==> src/rtl/mux_scan_pkg.sv <==
// mux_scan_pkg: shared types and sizes for the mux scan sequencer
package mux_scan_pkg;
  localparam int NCH = 8;
  localparam int ADDR_W = 3;
  localparam int SETTLE_W = 4;
  typedef enum logic [1:0] {IDLE, SELECT, HOLD} state_t;
endpackage

==> src/rtl/mux_scan_next.sv <==
// mux_scan_next: finds the lowest set mask bit, optionally restricted to indices above from
module mux_scan_next
  import mux_scan_pkg::*;
(
  input  logic [NCH-1:0]    mask,
  input  logic [ADDR_W-1:0] from,
  input  logic              above,
  output logic              found,
  output logic [ADDR_W-1:0] idx
);
  always_comb begin
    found = 1'b0;
    idx = '0;
    for (int i = NCH - 1; i >= 0; i--)
      if (mask[i] && (!above || ADDR_W'(i) > from)) begin
        found = 1'b1;
        idx = ADDR_W'(i);
      end
  end
endmodule

==> src/rtl/mux_scan_ctrl.sv <==
// mux_scan_ctrl: 8:1 mux channel sweeper with settle delay and valid/ready output
// Define MUX_SCAN_CONT_EN for continuous re-sweeping with mask resampled at each sweep end.
module mux_scan_ctrl
  import mux_scan_pkg::*;
#(
  parameter int WIDTH = 8,
  parameter int SETTLE = 0
) (
  input  logic              clk,
  input  logic              rst,
  input  logic              start,
  input  logic [NCH-1:0]    chan_mask,
  input  logic [WIDTH-1:0]  mux_data,
  output logic [ADDR_W-1:0] addr,
  output logic              nCS,
  output logic [WIDTH-1:0]  out_data,
  output logic [ADDR_W-1:0] out_chan,
  output logic              out_valid,
  input  logic              out_ready,
  output logic              busy,
  output logic              done
);
  state_t state, state_next;
  logic [SETTLE_W-1:0] cnt;
  logic [NCH-1:0] mask_q;
  logic lo_found, nx_found, hs, go, adv, wrap;
  logic [ADDR_W-1:0] lo_idx, nx_idx;
  mux_scan_next u_lo (.mask(chan_mask), .from('0), .above(1'b0), .found(lo_found), .idx(lo_idx));
  mux_scan_next u_nx (.mask(mask_q), .from(addr), .above(1'b1), .found(nx_found), .idx(nx_idx));
  assign hs = state == HOLD && out_valid && out_ready;
  assign go = state == IDLE && start && lo_found;
  assign adv = hs && nx_found;
`ifdef MUX_SCAN_CONT_EN
  assign wrap = hs && !nx_found && lo_found;
`else
  assign wrap = 1'b0;
`endif
  assign busy = state != IDLE;
  always_comb begin
    state_next = (go || adv || wrap) ? SELECT :
                 (state == SELECT && cnt == '0) ? HOLD :
                 hs ? IDLE : state;
  end
  always_ff @(posedge clk) begin
    if (rst) state <= IDLE;
    else state <= state_next;
  end
  always_ff @(posedge clk) begin
    if (rst) begin
      addr <= '0;
      nCS <= 1'b1;
      out_data <= '0;
      out_chan <= '0;
      out_valid <= 1'b0;
      done <= 1'b0;
      cnt <= '0;
      mask_q <= '0;
    end else begin
      done <= (state == IDLE && start && !lo_found) || (hs && !nx_found);
      if (go || wrap) mask_q <= chan_mask;
      if (hs) out_valid <= 1'b0;
      if (go || adv || wrap) begin
        addr <= adv ? nx_idx : lo_idx;
        nCS <= 1'b0;
        cnt <= SETTLE_W'(SETTLE);
      end else if (state == SELECT) begin
        if (cnt != '0) cnt <= cnt - 1'b1;
        else begin
          out_data <= mux_data;
          out_chan <= addr;
          out_valid <= 1'b1;
          nCS <= 1'b1;
        end
      end
    end
  end
endmodule
==> config.mk <==
export PLATFORM = sky130hd
export DESIGN_NAME = mux_scan_ctrl
export DESIGN_NICKNAME = d
export VERILOG_FILES = /design/src/rtl/mux_scan_pkg.sv /design/src/rtl/mux_scan_next.sv /design/src/rtl/mux_scan_ctrl.sv
export SDC_FILE = /design/constraint.sdc
export NUM_CORES = 1
export LEC_CHECK = 0
export CAP_MARGIN = 30
export CORE_MARGIN = 4
export CORE_UTILIZATION = 26
export DETAILED_ROUTE_END_ITERATION = 16
export PLACE_DENSITY = 0.46
export SETUP_SLACK_MARGIN = 0.2
export SLEW_MARGIN = 20
export SYNTH_ARGS = -nofsm -noshare
export SYNTH_HDL_FRONTEND = slang
export SYNTH_SLANG_ARGS = --single-unit
==> constraint.sdc <==
create_clock -name clk -period 3.7 [get_ports clk]
set_input_delay 0.555 -clock clk [delete_from_list [all_inputs] [get_ports clk]]
set_output_delay 0.555 -clock clk [all_outputs]
set_load 0.005 [all_outputs]
==> flow_metrics.tcl, run 1 <==
set metrics [dict create \
    drtIter0Drc 99 \
    synthesis.instances 162 \
    worstHoldStart "out_valid" \
    cap_violations 0 \
    synthTopCellsByArea "dfxtp_1 (40%), mux2i_1 (10%), nor2_1 (7.5%)" \
    grt_pass1_vias 1304 \
    slew_headroom_pct 41.4 \
    crit_type "in -> reg" \
    use_met1_pct 12.6 \
    grt_pass1_wl_mm 6.11 \
    rsz0062_at_grt "no" \
    clock-sinks 30 \
    gp_congestion 0.814 \
    synthFlopType "dfxtp_1" \
    synth-edff-count 0 \
    synth_simple_gate_area_share_pct 23.0 \
    core_sq_um 5540 \
    fin_skew_ns 0.00391 \
    power.density_nw_per_um2 425 \
    outcome "finished clean" \
    synth_xor_area_share_pct 1.75 \
    ios 38 \
    async_reset_ff_share_pct 0 \
    synthMuxAreaShare_pct 10.8 \
    fin_setup_tns_ns 0 \
    htree_levels 2 \
    ff2ff_setup_slack_ns 1.63 \
    yosys.area.top_type "dfxtp_1" \
    cts_tree "done" \
    viasPerCell 4.68 \
    totalWireLength_mm 3.59 \
    final_layout_size_suffix_gt1_share_pct 12.5 \
    floorplan.initialDensity_pct 27.1 \
    ys_ff_latch 30 \
    cp_data_required_time_ns 3.90 \
    busiest_layer "met2" \
    grt_max_degree 24 \
    critPathArrivalTime_ns 2.68 \
    numCtsBuffers 5 \
    rr_startpoint "cnt[0]" \
    path_max_fanout 13 \
    hold_buffers 0 \
    setup_viol 0 \
    fin_area_sq_um 2000 \
    clock-root-buffer "clkbuf_8" \
    antenna_cells 0 \
    multi_input_area_sq_um 811 \
    ir_drop_uv 184 \
    synth_top_family_by_area "simple AND/OR/NAND/NOR gates" \
    ys_seq_area_share_pct 40.1 \
    cts.clk_slew.worst_paths_ns 0.06 \
    yosys.area.top_type_share_pct 40.1 \
    met2_usage_pct 17.6 \
    grtUsageTotal_pct 10.9 \
    grt-ovfl-total 0 \
    clk_latency_ns 0.27 \
    tightest_slew_ns 0.877 \
    yosysWarnings 0 \
    area_growth_pct 33.2 \
    dp_hpwl_mm 2.72 \
    die_h_microns 83.9 \
    postRouteAntennaNets 0 \
    io_buffers 37 \
    syn_area_sq_um 1500 \
    ff2ff_path_depth 6 \
    vias 1272 \
    start_kind "input pin" \
    finalCriticalPeriod_ns 2.49 \
    max_freq_mhz 402 \
    end_kind "register" \
    cts_setup_buffers 0 \
    place_area_sq_um 1910 \
    synth_cell_types 51 \
    first_pass_iters 4 \
    mostFrequentLayoutCells "clkdlybuf4s50_1 (37), nor2_1 (30), dfxtp_1 (30)" \
    fillerInstances 594 \
    dieArea_sq_um 7040 \
    cts_resized 0 \
    antenna_found_initial 0 \
    r2r_end "nCS" \
    slew_violations 0 \
    whs_path_depth 2 \
    final_common_cell "clkdlybuf4s50_1" \
    synth-compound-area-share_pct 17.7 \
    die_x_microns 83.9 \
    fin_crit_sh_pct 67.2 \
    p_leak_nw 0.758 \
    synthAdderAreaFrac_pct 0.835 \
    regArea_sq_um 601 \
    drc_errors 0 \
    hold_viol 0 \
    cts_buffer_depth 2 \
    fp-row-count 27 \
    hp-class "reg -> reg" \
    use_met3_pct 3.95 \
    avgSynthCellArea_sq_um 9.25 \
    worst_hold_path.endpoint "out_valid" \
    syn_nets 183 \
    drt-wirelength-per-cell_microns 13.2 \
    nets 220 \
]
area by class of cell:
type	count	share of cell area (%)
Clock buffer	7	4.32
Clock inverter	1	0.251
Inverter	7	1.32
Multi-Input combinational cell	117	40.6
Sequential cell	30	30.1
Tap cell	72	4.51
Timing Repair Buffer	38	18.9
stage by stage:
step                hold WS (ns)  cells  setup slack [ns]  util (%)  power (mW)
finish                     0.481    272              1.21      36.0       0.849
global route               0.512    272             0.993      36.0       0.901
CTS                        0.488    272              1.21      36.0       0.864
detailed placement         0.480    264             0.905      34.4       0.592
global placement           0.471    264             0.925      34.4       0.590
floorplan                  0.463    162              1.98         -       0.513
Yosys cell counts (3+ instances only):
master / n
nor3b_1: 4
nor2_1: 30
a21oi_1: 8
nor2b_1: 4
o21bai_1: 3
nand2_1: 8
inv_1: 7
dfxtp_1: 30
mux2i_1: 15
sequential cells by signal, summed over array words and instances (netlist names):
register,cells
cnt,4
done,1
out_chan,3
addr,3
out_data,8
mask_q,7
nCS,1
out_valid,1
state,2
worst max-delay path: stages:
cell and delay (ns):
clkdlybuf4s50_1 0.46, nor4_1 0.69, a21boi_2 0.37, or3_4 0.45
a211oi_2 0.15
where the power goes:
part / internal (mW) / switching, mW
sequential: 0.349 / 0.0276
combinational: 0.116 / 0.0898
clock: 0.150 / 0.116
cell families after synthesis:
logic type / after synthesis
AOI/OAI and AO/OA: 32
xor gates and xnor gates: 3
adders and majority gates: 1
buffers and inverters: 15
DFF: 30
muxes: 16
and+or+nand+nor: 65
how the worst max path moves through the flow:
stage,start,to,slack (ns),cells after the start
after floorplan,chan_mask[0],cnt[1],1.98,4
final,chan_mask[4],cnt[1],1.21,5
after global routing,chan_mask[5],addr[0],0.99,5
after global placement,chan_mask[4],cnt[1],0.93,5
after detailed placement,chan_mask[4],cnt[1],0.91,5
after CTS,chan_mask[4],cnt[1],1.21,5
per-layer routing:
| metal | share of wire (%) | up-vias |
|---|---|---|
| li1 | - | 641 |
| met1 | 44 | 587 |
| met2 | 48 | 35 |
| met3 | 5.8 | 9 |
| met4 | 2.8 | 0 |
| met5 | 0 | - |
Power figures use the tool's default switching activity.
==> run 2, diff against run 1 <==
==> constraint.sdc (replaced) <==
create_clock -name clk -period 2.55 [get_ports clk]
set_input_delay 0.3825 -clock clk [delete_from_list [all_inputs] [get_ports clk]]
set_output_delay 0.3825 -clock clk [all_outputs]
set_load 0.005 [all_outputs]
==> run 2 against run 1 <==
Final cell count up 1.5%. Final area increased by 1.8%. Total power is 44% higher. Wire length rose by 2.2%. Via count up 1.3%. Register-to-register slack got worse by 1.0 ns. Worst setup slack worse by 0.66 ns. Count of clock-buffer cells in the layout down 1. Clock skew up 0.0015 ns. Die area unchanged. Sequential power increased by 45%. Global-route usage hardly changed. Critical path type unchanged.
==> flow_metrics.tcl, run 2 (synthesis results as in run 1) <==
set metrics [dict create \
    die_x_microns 83.9 \
    timing.hold.ws_ns 0.476 \
    clock-sinks 30 \
    top_register "out_data" \
    core_sq_um 5540 \
    drt-wirelength-per-cell_microns 13.3 \
    rsz0062_at_grt "no" \
    fin_crit_sh_pct 78.2 \
    critPathArrivalTime_ns 2.19 \
    dp_hpwl_mm 2.86 \
    largest_reg_flops 8 \
    finalCoreUtilization_pct 36.7 \
    nets 226 \
    io_buffers 37 \
    slew_headroom_pct 51.4 \
    intPower_uw 890 \
    die_h_microns 83.9 \
    crit_type "in -> reg" \
    p_seq_share_pct 44.9 \
    ff2ff_path_depth 7 \
    first_pass_iters 4 \
    clk_latency_ns 0.27 \
    hold_buffers 0 \
    power.density_nw_per_um2 600 \
    numCtsBuffers 5 \
    totalWireLength_mm 3.67 \
    dp.cells 270 \
    drc_errors 0 \
    max_freq_mhz 501 \
    cts_tree "done" \
    whs_path_depth 2 \
    end_kind "register" \
    grt-ovfl-total 0 \
    grt_pass1_wl_mm 6.16 \
    slew_violations 0 \
    path_max_fanout 13 \
    final_common_cell "clkdlybuf4s50_1" \
    postRouteAntennaNets 0 \
    drtIter0Drc 50 \
    final_layout_size_suffix_gt1_share_pct 14.7 \
    cap_violations 0 \
    viasPerCell 4.67 \
    floorplan.initialDensity_pct 27.1 \
    outcome "finished clean" \
    hold_viol 0 \
    largestRegisters "out_data: 8 flops, mask_q: 7 flops, cnt: 4 flops" \
    hp-class "reg -> reg" \
    gp_congestion 0.826 \
    cp_data_required_time_ns 2.74 \
    tightest_slew_ns 0.725 \
    final_cells 276 \
    clock-root-buffer "clkbuf_8" \
    fp-row-count 27 \
    fin_setup_tns_ns 0 \
    cts.clk_slew.worst_paths_ns 0.06 \
    fillerInstances 583 \
    grt_max_degree 18 \
    dieArea_sq_um 7040 \
    switching_power_uw 329 \
    vias 1288 \
    grt_pass1_vias 1325 \
    mostFrequentLayoutCells "clkdlybuf4s50_1 (37), nor2_1 (30), dfxtp_1 (30)" \
    fin_skew_ns 0.00546 \
    htree_levels 2 \
    p_leak_nw 0.782 \
    cts_buffer_depth 2 \
    antenna_cells 0 \
    finalCriticalPeriod_ns 1.99 \
    clkPwrFrac_pct 29.8 \
    ir_drop_uv 240 \
    grtUsageTotal_pct 10.9 \
    antenna_found_initial 0 \
    start_kind "input pin" \
    combPwrFrac_pct 25.4 \
    ios 38 \
    area_growth_pct 35.6 \
    switching_share_pct 27.0 \
    cts_resized 0 \
    setup_viol 0 \
    cts_setup_buffers 0 \
]
-- run 2: cell types whose count changed in the layout (fill, tap and decap cells not counted) --
cell	before	now
buf_4	1	7
clkbuf_1	1	0
clkinv_2	1	0
-- run 2: area by class of cell --
type	instances	area [sq um]	area share, %
flip-flops and latches	30	601	29.5
multi-input cells	117	811	39.9
clock buffers	6	82.6	4.06
inverters	7	26.3	1.29
well taps	72	90.1	4.43
repair buffers	44	423	20.8
-- run 2: power by group through the flow --
stage	Combinational (mW)	Clock, mW	Sequential, mW
floorplan	0.200	0	0.544
global placement	0.309	0	0.557
detailed placement	0.314	0	0.558
CTS	0.315	0.382	0.548
global route	0.340	0.401	0.555
finish	0.309	0.363	0.547
-- run 2: layer usage --
metal / track usage [%] / vias up / wire length, microns
li1: - / 651 / -
met1: 12.8 / 595 / 1520
met2: 18.3 / 38 / 1830
met3: 4.15 / 4 / 275
met4: 3.65 / 0 / 46
met5: 0 / - / 0
-- run 2: critical path, cell delays in order --
cell and delay (ns):
clkdlybuf4s50_1 0.48, nor4_1 0.39, buf_4 0.19, a21boi_2 0.18, or3_4 0.41, a211oi_2 0.15
-- run 2: stage by stage --
stage	worst slack (ns)	power, mW	instance area (sq um)
after global placement	0.275	0.865	1950
after global routing	0.473	1.30	2030
after detailed placement	0.242	0.871	1950
after CTS	0.518	1.25	2030
final	0.556	1.22	2030
after floorplan	0.953	0.744	1500
-- run 2: final timing paths --
path | endpoint | from | slack [ns]
setup reg to reg | cnt[3] | cnt[0] | 0.63
hold reg to reg | out_valid | out_valid | 0.48
hold / removal | out_valid | out_valid | 0.48
setup / recovery | cnt[1] | chan_mask[1] | 0.56
